`config.mk`:
```
export PLATFORM = sky130hd
export DESIGN_NAME = controller_fsm
export DESIGN_NICKNAME = d
export VERILOG_FILES = /design/src/rtl/controller_fsm.sv
export SDC_FILE = /design/constraint.sdc
export NUM_CORES = 1
export LEC_CHECK = 0
export BUFFER_PORTS_ARGS = -buffer_cell sky130_fd_sc_hd__buf_4
export CAP_MARGIN = 20
export CORE_AREA = 2 2 89 91
export CTS_CLUSTER_DIAMETER = 30
export DETAILED_ROUTE_END_ITERATION = 8
export DIE_AREA = 0 0 91 93
export GPL_TIMING_DRIVEN = 0
export PLACE_DENSITY = 0.83
export SYNTH_ARGS = -nofsm -noshare
export SYNTH_HDL_FRONTEND = slang
export SYNTH_SLANG_ARGS = --single-unit
```
`constraint.sdc`:
```
create_clock -name I_CLK -period 6.9 [get_ports I_CLK]
set_input_delay 0.69 -clock I_CLK [delete_from_list [all_inputs] [get_ports I_CLK]]
set_output_delay 0.69 -clock I_CLK [all_outputs]
set_load 0.1 [all_outputs]
```
`src/rtl/controller_fsm.sv`:
```
// Multi-cycle FETCH/DECODE/EXEC(/MEM) sequencer for the CR16 core.
// Drives every datapath control input; outputs are combinational from state, IR and inputs.
module controller_fsm #(
  parameter logic [15:0] PC_RESET = 16'h0000
) (
  input  logic        I_CLK,
  input  logic        I_NRESET,
  input  logic        I_ENABLE,
  input  logic [15:0] I_MEM_RDATA,
  input  logic [15:0] I_A,
  input  logic [15:0] I_B,
  input  logic [4:0]  I_STATUS_FLAGS,
  output logic [15:0] O_MEM_ADDR,
  output logic [15:0] O_MEM_WDATA,
  output logic        O_MEM_WE,
  output logic [15:0] O_REG_WRITE_ENABLE,
  output logic [3:0]  O_REG_A_SELECT,
  output logic [3:0]  O_REG_B_SELECT,
  output logic [3:0]  O_OPCODE,
  output logic [15:0] O_IMMEDIATE,
  output logic        O_IMMEDIATE_SELECT,
  output logic [15:0] O_REGFILE_DATA,
  output logic        O_REGFILE_DATA_SELECT,
  output logic [15:0] O_PC,
  output logic        O_HALTED
);

  typedef enum logic [2:0] {
    S_FETCH,
    S_DECODE,
    S_EXEC,
    S_MEM,
    S_HALT
  } state_e;

  localparam logic [3:0] OP_RTYPE = 4'b0000;
  localparam logic [3:0] OP_ADDI  = 4'b0001;
  localparam logic [3:0] OP_SUBI  = 4'b0010;
  localparam logic [3:0] OP_MOVI  = 4'b0011;
  localparam logic [3:0] OP_MEMGR = 4'b0100;
  localparam logic [3:0] OP_BCOND = 4'b1100;
  localparam logic [3:0] OP_LUI   = 4'b1111;

  localparam logic [3:0] EXT_LOAD = 4'b0000;
  localparam logic [3:0] EXT_HALT = 4'b0001;
  localparam logic [3:0] EXT_STOR = 4'b0100;
  localparam logic [3:0] EXT_MOV  = 4'b1101;

  // Datapath ALU encoding: ADD ADDU ADDC SUB SUBC CMP AND OR XOR LSH RSH ARSH = 0..11.
  localparam logic [3:0] ALU_ADD = 4'd0;
  localparam logic [3:0] ALU_SUB = 4'd3;
  localparam logic [3:0] ALU_OR  = 4'd7;
  localparam logic [3:0] ALU_MAX = 4'd11;

  localparam int FLAG_C = 4;
  localparam int FLAG_Z = 1;

  state_e      state_q, state_d;
  logic [15:0] pc_q, pc_d;
  logic [15:0] ir_q, ir_d;
  logic [4:0]  flags_q, flags_d;

  logic [3:0]  op, rd, ext, rs;
  logic [15:0] imm_sext, rd_onehot;
  logic [15:0] reg_we;
  logic        mem_we;
  logic        latch_flags;

  assign op        = ir_q[15:12];
  assign rd        = ir_q[11:8];
  assign ext       = ir_q[7:4];
  assign rs        = ir_q[3:0];
  assign imm_sext  = {{8{ir_q[7]}}, ir_q[7:0]};
  assign rd_onehot = 16'h0001 << rd;

  assign O_PC     = pc_q;
  assign O_HALTED = (state_q == S_HALT);

  // L, F and N are latched for completeness but no branch condition reads them.
  logic unused_flags;
  assign unused_flags = ^{flags_q[3:2], flags_q[0]};

  function automatic logic branch_taken(input logic [3:0] cond, input logic [4:0] f);
    case (cond)
      4'd0:    return f[FLAG_Z];
      4'd1:    return !f[FLAG_Z];
      4'd2:    return f[FLAG_C];
      4'd3:    return !f[FLAG_C];
      4'd14:   return 1'b1;
      default: return 1'b0;
    endcase
  endfunction

  always_comb begin
    // NOTE: every variable gets a default before the case so no path infers a latch.
    state_d               = state_q;
    pc_d                  = pc_q;
    ir_d                  = ir_q;
    flags_d               = flags_q;
    latch_flags           = 1'b0;
    reg_we                = '0;
    mem_we                = 1'b0;
    O_MEM_ADDR            = pc_q;
    O_MEM_WDATA           = '0;
    O_REG_A_SELECT        = '0;
    O_REG_B_SELECT        = '0;
    O_OPCODE              = ALU_ADD;
    O_IMMEDIATE           = '0;
    O_IMMEDIATE_SELECT    = 1'b0;
    O_REGFILE_DATA        = '0;
    O_REGFILE_DATA_SELECT = 1'b0;

    case (state_q)
      S_FETCH:  state_d = S_DECODE;
      S_DECODE: begin
        ir_d    = I_MEM_RDATA;
        state_d = S_EXEC;
      end
      S_EXEC: begin
        state_d = S_FETCH;
        pc_d    = pc_q + 16'd1;
        case (op)
          OP_RTYPE: begin
            if (ext <= ALU_MAX) begin
              O_REG_A_SELECT = rd;
              O_REG_B_SELECT = rs;
              O_OPCODE       = ext;
              reg_we         = rd_onehot;
              latch_flags    = 1'b1;
            end else if (ext == EXT_MOV) begin
              O_REG_A_SELECT = rs;
              O_REG_B_SELECT = rs;
              O_OPCODE       = ALU_OR;
              reg_we         = rd_onehot;
            end
          end
          OP_ADDI, OP_SUBI: begin
            O_REG_A_SELECT     = rd;
            O_IMMEDIATE        = imm_sext;
            O_IMMEDIATE_SELECT = 1'b1;
            O_OPCODE           = (op == OP_ADDI) ? ALU_ADD : ALU_SUB;
            reg_we             = rd_onehot;
            latch_flags        = 1'b1;
          end
          OP_MOVI: begin
            O_REGFILE_DATA        = {8'h00, ir_q[7:0]};
            O_REGFILE_DATA_SELECT = 1'b1;
            reg_we                = rd_onehot;
          end
          OP_LUI: begin
            O_REGFILE_DATA        = {ir_q[7:0], 8'h00};
            O_REGFILE_DATA_SELECT = 1'b1;
            reg_we                = rd_onehot;
          end
          OP_MEMGR: begin
            case (ext)
              EXT_LOAD: begin
                O_REG_A_SELECT = rs;
                O_MEM_ADDR     = I_A;
                pc_d           = pc_q;
                state_d        = S_MEM;
              end
              EXT_STOR: begin
                O_REG_A_SELECT = rs;
                O_REG_B_SELECT = rd;
                O_MEM_ADDR     = I_A;
                O_MEM_WDATA    = I_B;
                mem_we         = 1'b1;
              end
              EXT_HALT: begin
                pc_d    = pc_q;
                state_d = S_HALT;
              end
              default: ;
            endcase
          end
          OP_BCOND: begin
            if (branch_taken(rd, flags_q)) pc_d = pc_q + imm_sext;
          end
          default: ;
        endcase
        if (latch_flags) flags_d = I_STATUS_FLAGS;
      end
      S_MEM: begin
        // Keep the load address up so a stalled MEM cycle still sees the same read data.
        O_REG_A_SELECT        = rs;
        O_MEM_ADDR            = I_A;
        O_REGFILE_DATA        = I_MEM_RDATA;
        O_REGFILE_DATA_SELECT = 1'b1;
        reg_we                = rd_onehot;
        pc_d                  = pc_q + 16'd1;
        state_d               = S_FETCH;
      end
      S_HALT:  ;
      default: state_d = S_FETCH;
    endcase

    if (!I_ENABLE) begin
      state_d = state_q;
      pc_d    = pc_q;
      ir_d    = ir_q;
      flags_d = flags_q;
      reg_we  = '0;
      mem_we  = 1'b0;
    end

    O_REG_WRITE_ENABLE = reg_we;
    O_MEM_WE           = mem_we;
  end

  always_ff @(posedge I_CLK or negedge I_NRESET) begin
    // NOTE: non-blocking assignments so every flop samples pre-edge values.
    if (!I_NRESET) begin
      state_q <= S_FETCH;
      pc_q    <= PC_RESET;
      ir_q    <= '0;
      flags_q <= '0;
    end else begin
      state_q <= state_d;
      pc_q    <= pc_d;
      ir_q    <= ir_d;
      flags_q <= flags_d;
    end
  end

endmodule

```
Word-level counts from Yosys, hierarchy flattened
Index checks and enable logic that the tools add are counted.
{ "word_totals": {"ff_bits": 40, "input_bits": 56} }
{ "classes": {"add_sub_neg": 2, "magnitude_cmp": 1, "eq_ne": 18, "shifts": 1, "n_mux": 50, "bitwise_logic": 1, "reduce_logical": 16} }
{ "ops": {"columns": ["operator", "n"], "rows": [
  ["16-bit case mux with 2 select lines", 7],
  ["16-bit two-way mux", 12],
  ["4-bit two-way mux", 8],
  ["4-bit case mux with 2 select lines", 3],
  ["16-bit by 1-bit adder with 16-bit output (second input constant)", 1],
  ["16-bit adder", 1],
  ["4-bit by 2-bit == test with 1-bit output (second input constant)", 4],
  ["4-bit == test (second input constant)", 4],
  ["1-bit by 4-bit left shift with 16-bit output (first input constant)", 1],
  ["4-bit by 1-bit == test with 1-bit output (second input constant)", 3],
  ["4-bit zero test", 3],
  ["3-bit case mux with 4 select lines", 1],
  ["4-bit case mux with 3 select lines", 1],
  ["1-bit two-way mux", 11],
  ["4-bit by 3-bit == test with 1-bit output (second input constant)", 2],
  ["2-bit OR reduction", 4],
  ["3-bit by 2-bit == test with 1-bit output (second input constant)", 2],
  ["3-bit two-way mux", 2],
  ["3-bit case mux with 2 select lines", 1],
  ["3-bit AND reduction", 2],
  ["1-bit case mux with 5 select lines", 1],
  ["4-bit less-or-equal comparator (second input constant)", 1],
  ["1-bit case mux with 2 select lines", 2],
  ["2-bit AND reduction", 2],
  ["9 further kinds", 10]
]} }

Longest topological paths before layout
{ "logic_depth": {"ltp_word": 7, "ltp_mapped": 9} }

Worst setup path after synthesis
No wires, ideal clock.
{ "synth_path": {"path_type": "reg-to-output", "start": "reg ir_q[13]", "end": "out O_REG_WRITE_ENABLE[8]", "arrival_time_ns": 3.590, "path_slack_ns": 2.620, "stages_incl_launch_ff": 8, "cell_sequence": "dfrtp_1 > or2_4 > nor3_1 > nand3b_1 > a31oi_1 > and2b_1 > nand3_1 > nor3_1"} }
{ "synth_between": {"elab_chain_len": 5} }
{ "synth_lines": {"columns": ["item", "line_no", "text"], "rows": [
  ["from (decl)", "60", "logic [15:0] ir_q, ir_d;"],
  ["from (signal assigned)", "221", "ir_q <= ir_d;"],
  ["4-bit by 1-bit == test with 1-bit output (tied with other cells)", "122", "case (op)"],
  ["4-bit OR reduction (no source line)", null, null],
  ["16-bit case mux with 2 select lines *", "122", null],
  ["16-bit case mux with 2 select lines *", "113", "case (state_q)"],
  ["16-bit two-way mux *", "198", "if (!I_ENABLE) begin"],
  ["to (decl)", "16", "output logic [15:0] O_REG_WRITE_ENABLE,"]
]} }
Mark *: on every way between the ends. The rest lies on a longest branch, timed or not.

Worst setup path after layout
{ "layout_path": {"start": "reg ir_q[4]", "end": "out O_MEM_ADDR[10]"} }
{ "layout_between": {"elab_chain_len": 5} }
{ "layout_lines": {"columns": ["item", "line_no", "text"], "rows": [
  ["4-bit by 3-bit == test with 1-bit output / 4-bit zero test (equally long branches)", "156", "case (ext)"],
  ["2-bit OR reduction (no source line) *", null, null],
  ["16-bit two-way mux *", "156", null],
  ["16-bit two-way mux *", "122", null],
  ["16-bit case mux with 2 select lines *", "113", null],
  ["to (decl)", "13", "output logic [15:0] O_MEM_ADDR,"]
]} }
Marked as above.

==> results by group <==
Outcome
  • Result of the run: completed

Die
  • I/O pin cnt: 168
  • Overall die area: 8460 sq um
  • # rows: 32
  • Y dimension of the die: 93 um
  • Die span in x: 91 um
  • Starting density of the core: 48.7%
  • Core region area: 7530 sq um

GRT
  • Number of antenna violations at the first check in global routing: 0
  • Congestion Overflow GR: 0
  • Via count of the first global-routing pass: 4,080
  • Wire length of the first global-routing pass: 19,400 um
  • Total routing usage reported by global routing: 27.9%
  • Maximum number of pins on one net before global-route repair: 38

Yosys
  • Synthesized area per cell: 7.94 sq um
  • Proportion of synthesized chip area in sequential cells: 25.3%
  • Cells taking the most area after synthesis: sky130_fd_sc_hd__dfrtp_1, sky130_fd_sc_hd__mux2_2, sky130_fd_sc_hd__nor2_1
  • Area of the mapped netlist: 3670 sq um
  • Total number of yosys warnings: 0
  • Number of synthesized register bits: 37
  • Post-synthesis instance total: 462
  • Proportion of netlist area held by the largest area contributor: 25.3%
  • Top cell type by total area after synthesis: sky130_fd_sc_hd__dfrtp_1
  • Commonest cells in the synthesized netlist: sky130_fd_sc_hd__nor2_1, sky130_fd_sc_hd__nand2_1, sky130_fd_sc_hd__dfrtp_1
  • Primary FF master, synth: sky130_fd_sc_hd__dfrtp_1
  • Net count after synthesis: 535
  • Most common cell in the netlist: sky130_fd_sc_hd__nor2_1
  • Async set-or-reset flop fraction in the synthesized netlist: 100%
  • Post-synth cell types: 56
  • Number of synthesized flops with an enable pin: 0

STA
  • RSZ-0062 raised after global routing: false
  • Count of final setup violators: 0
  • Final critical-path share of the clock period: 51.0%
  • Number of pins exceeding their max-slew limit in the final report: 0
  • Minimum clock period after layout: 3520 ps
  • Setup TNS Final: 0 ps
  • Tightest slew margin relative to the limit: 40.0%
  • Smallest setup slack after layout: 3380 ps
  • Highest clock rate: 0.284 GHz
  • Hold violation count in the final report: 0
  • Worst Max-Slew Pin Slew: 893 ps
  • Layout Skew: 8.94 ps

Placement
  • RePlAce Congestion: 0.919
  • Pre-CTS WS: 3740 ps
  • Number of placed cells counting well taps: 729
  • Count of input and output buffers: 164
  • Half-perimeter wire length after detailed placement: 9370 um

Hold path
  • Class of the tightest hold or removal check: input port to async pin

Clock network
  • CTS Sinks: 37
  • CTS tree: yes
  • Deepest level of the CTS H-tree: 2
  • Clock transition time at the flip-flop clock pins of the worst setup and hold paths: 70 ps
  • Hold_buf cts: 0
  • Number of gates resized after cts: 0
  • Root buffer selected by CTS: sky130_fd_sc_hd__clkbuf_8
  • Clock network latency to the later pin of the worst-skew pair: 310 ps
  • Largest buffer count on any clock path: 2
  • Number of buffers added for setup after CTS: 0
  • CTS buffer count: 5

Route
  • Vias: 4,295
  • Post-DR vias/cell: 5.83
  • Per-cell routed wire length: 16.6 um
  • DRC violation count after routing: 0
  • Detailed router's first-iteration violation count: 324
  • First-pass iteration count of the detailed router: 6
  • Remaining antenna violation count after routing: 0
  • Post-detailed-routing wire length: 12,300 um

Setup path
  • Library cell contributing the largest single delay on the critical path: sky130_fd_sc_hd__nor2_2
  • CP Max Fanout: 10
  • Endpoint required time on the critical path: 6210 ps
  • Category of the critical setup timing path: flop to output pin
  • Max stage delay on crit path: 520 ps
  • Worst reg2reg path startpoint: O_PC[0]$_DFFE_PN0P_
  • Critical-path cell list: clkbuf_1 -> nor4_4 -> nor2_1 -> nor2_2 -> buf_6 -> mux2_2 -> buf_4
  • CP arrival: 2830 ps
  • Worst setup EP type: output pin
  • Launch point of the critical path: ir_q[4]$_DFFE_PN0P_
  • Number of cells traversed by the worst register-to-register path: 9
  • Kind of start point of the critical path: flop

Pwr
  • Total power density per cell area: 516 nW/um^2
  • VDD IR-drop max: 0.330 mV
  • Static power due to leakage: 0.00246 uW
  • Power after layout: 2660 uW

Flow run
  • Max capacitance violation total: 0

Final layout
  • Layout cells sized above 1: 36.4%
  • Area grow syn2layout: 40.4%
  • Non-Filler Instances: 737
  • Number of fill cells: 631
  • Antenna Diode Count: 0
  • Number of nets in the finished design: 707
[placed cells by master, fill, tap and decap left out, types with 9 or more instances in the layout]
cell type                  Yosys  routed
sky130_fd_sc_hd__buf_4         8     172
sky130_fd_sc_hd__nor2_1       64      64
sky130_fd_sc_hd__nand2_1      41      41
sky130_fd_sc_hd__dfrtp_1      37      37
sky130_fd_sc_hd__mux2_2       31      31
sky130_fd_sc_hd__a21oi_1      26      26
sky130_fd_sc_hd__and2_1       26      26
sky130_fd_sc_hd__a22oi_1      22      22
sky130_fd_sc_hd__o21ai_0      19      19
sky130_fd_sc_hd__nand3_1      16      16
sky130_fd_sc_hd__ha_1         16      16
sky130_fd_sc_hd__clkbuf_1     14      15
sky130_fd_sc_hd__inv_1        12      12
sky130_fd_sc_hd__a31oi_1      11      11
sky130_fd_sc_hd__buf_2         8       9
sky130_fd_sc_hd__xor2_1        9       9
sky130_fd_sc_hd__nor3_1        9       9
[stage by stage]
step / area, sq um / hold WS (ps) / util [%]
after floorplan: 3670 / 394 / -
after global placement: 5020 / 491 / 66.8
after detailed placement: 5030 / 503 / 66.8
after CTS: 5150 / 368 / 68.4
after global routing: 5150 / 386 / 68.4
final: 5150 / 344 / 68.4
[layer usage]
metal / up-vias / global-route usage [%] / share of wire, %
li1: 2005 / - / -
met1: 2037 / 36.1 / 40
met2: 223 / 47.2 / 49
met3: 30 / 4.43 / 8.5
met4: 0 / 10.2 / 1.9
met5: - / 0 / 0
[worst max-delay path, delay by kind of cell (launching register included)]
kind                   cells  cell delay, ps
flip-flops                 1             380
buffers and inverters      3             750
AND/OR/NAND/NOR            3            1030
multiplexers               1             340
[layout make-up]
cell class                 instances  area, sq um  area share [%]
multi-input combinational        380         2510            48.9
timing repair buffer             165         1240            24.0
sequential                        37          926            18.0
buffer                            33          180            3.50
tap                              102          128            2.48
clock buffer                       7         86.3            1.68
inverter                          12         45.0           0.875
clock inverter                     1         30.0           0.584
[path summary, 6_finish.rpt]
| check | end | slack [ps] |
|---|---|---|
| worst max-delay path | O_MEM_ADDR[10] | 3380 |
| worst min-delay path | ir_q[3]$_DFFE_PN0P_ | 340 |
| worst max register to register | O_PC[14]$_DFFE_PN0P_ | 4200 |
| worst min register to register | O_PC[15]$_DFFE_PN0P_ | 500 |
| max in group asynchronous | state_q[0]$_DFFE_PN0P_ | 6220 |
| min in group I_CLK | O_PC[15]$_DFFE_PN0P_ | 500 |
[flip-flops by register name, indices dropped and copies added, names as in the netlist]
register / count
O_PC: 16
ir_q: 16
flags_q: 2
state_q: 3
[cells by family after synthesis]
kind of cell	count (synthesis)	share of synthesized area, %
buffers and inverters	45	6.14
AO/OA/AOI/OAI	116	21.0
AND/OR/NAND/NOR	197	27.4
adder cells (fa/ha/maj)	17	6.01
multiplexers	34	10.3
flip-flops	37	25.3
XOR/XNOR	16	3.82
[power by group]
| group | switching (uW) | leakage [uW] | internal [uW] | total (uW) |
|---|---|---|---|---|
| clock | 84.2 | 0.0000585 | 118 | 202 |
| combinational | 1410 | 0.00195 | 567 | 1980 |
| sequential | 169 | 0.000455 | 304 | 473 |
| total | 1670 | 0.00246 | 989 | 2660 |
(Power assumes the default switching activity.)
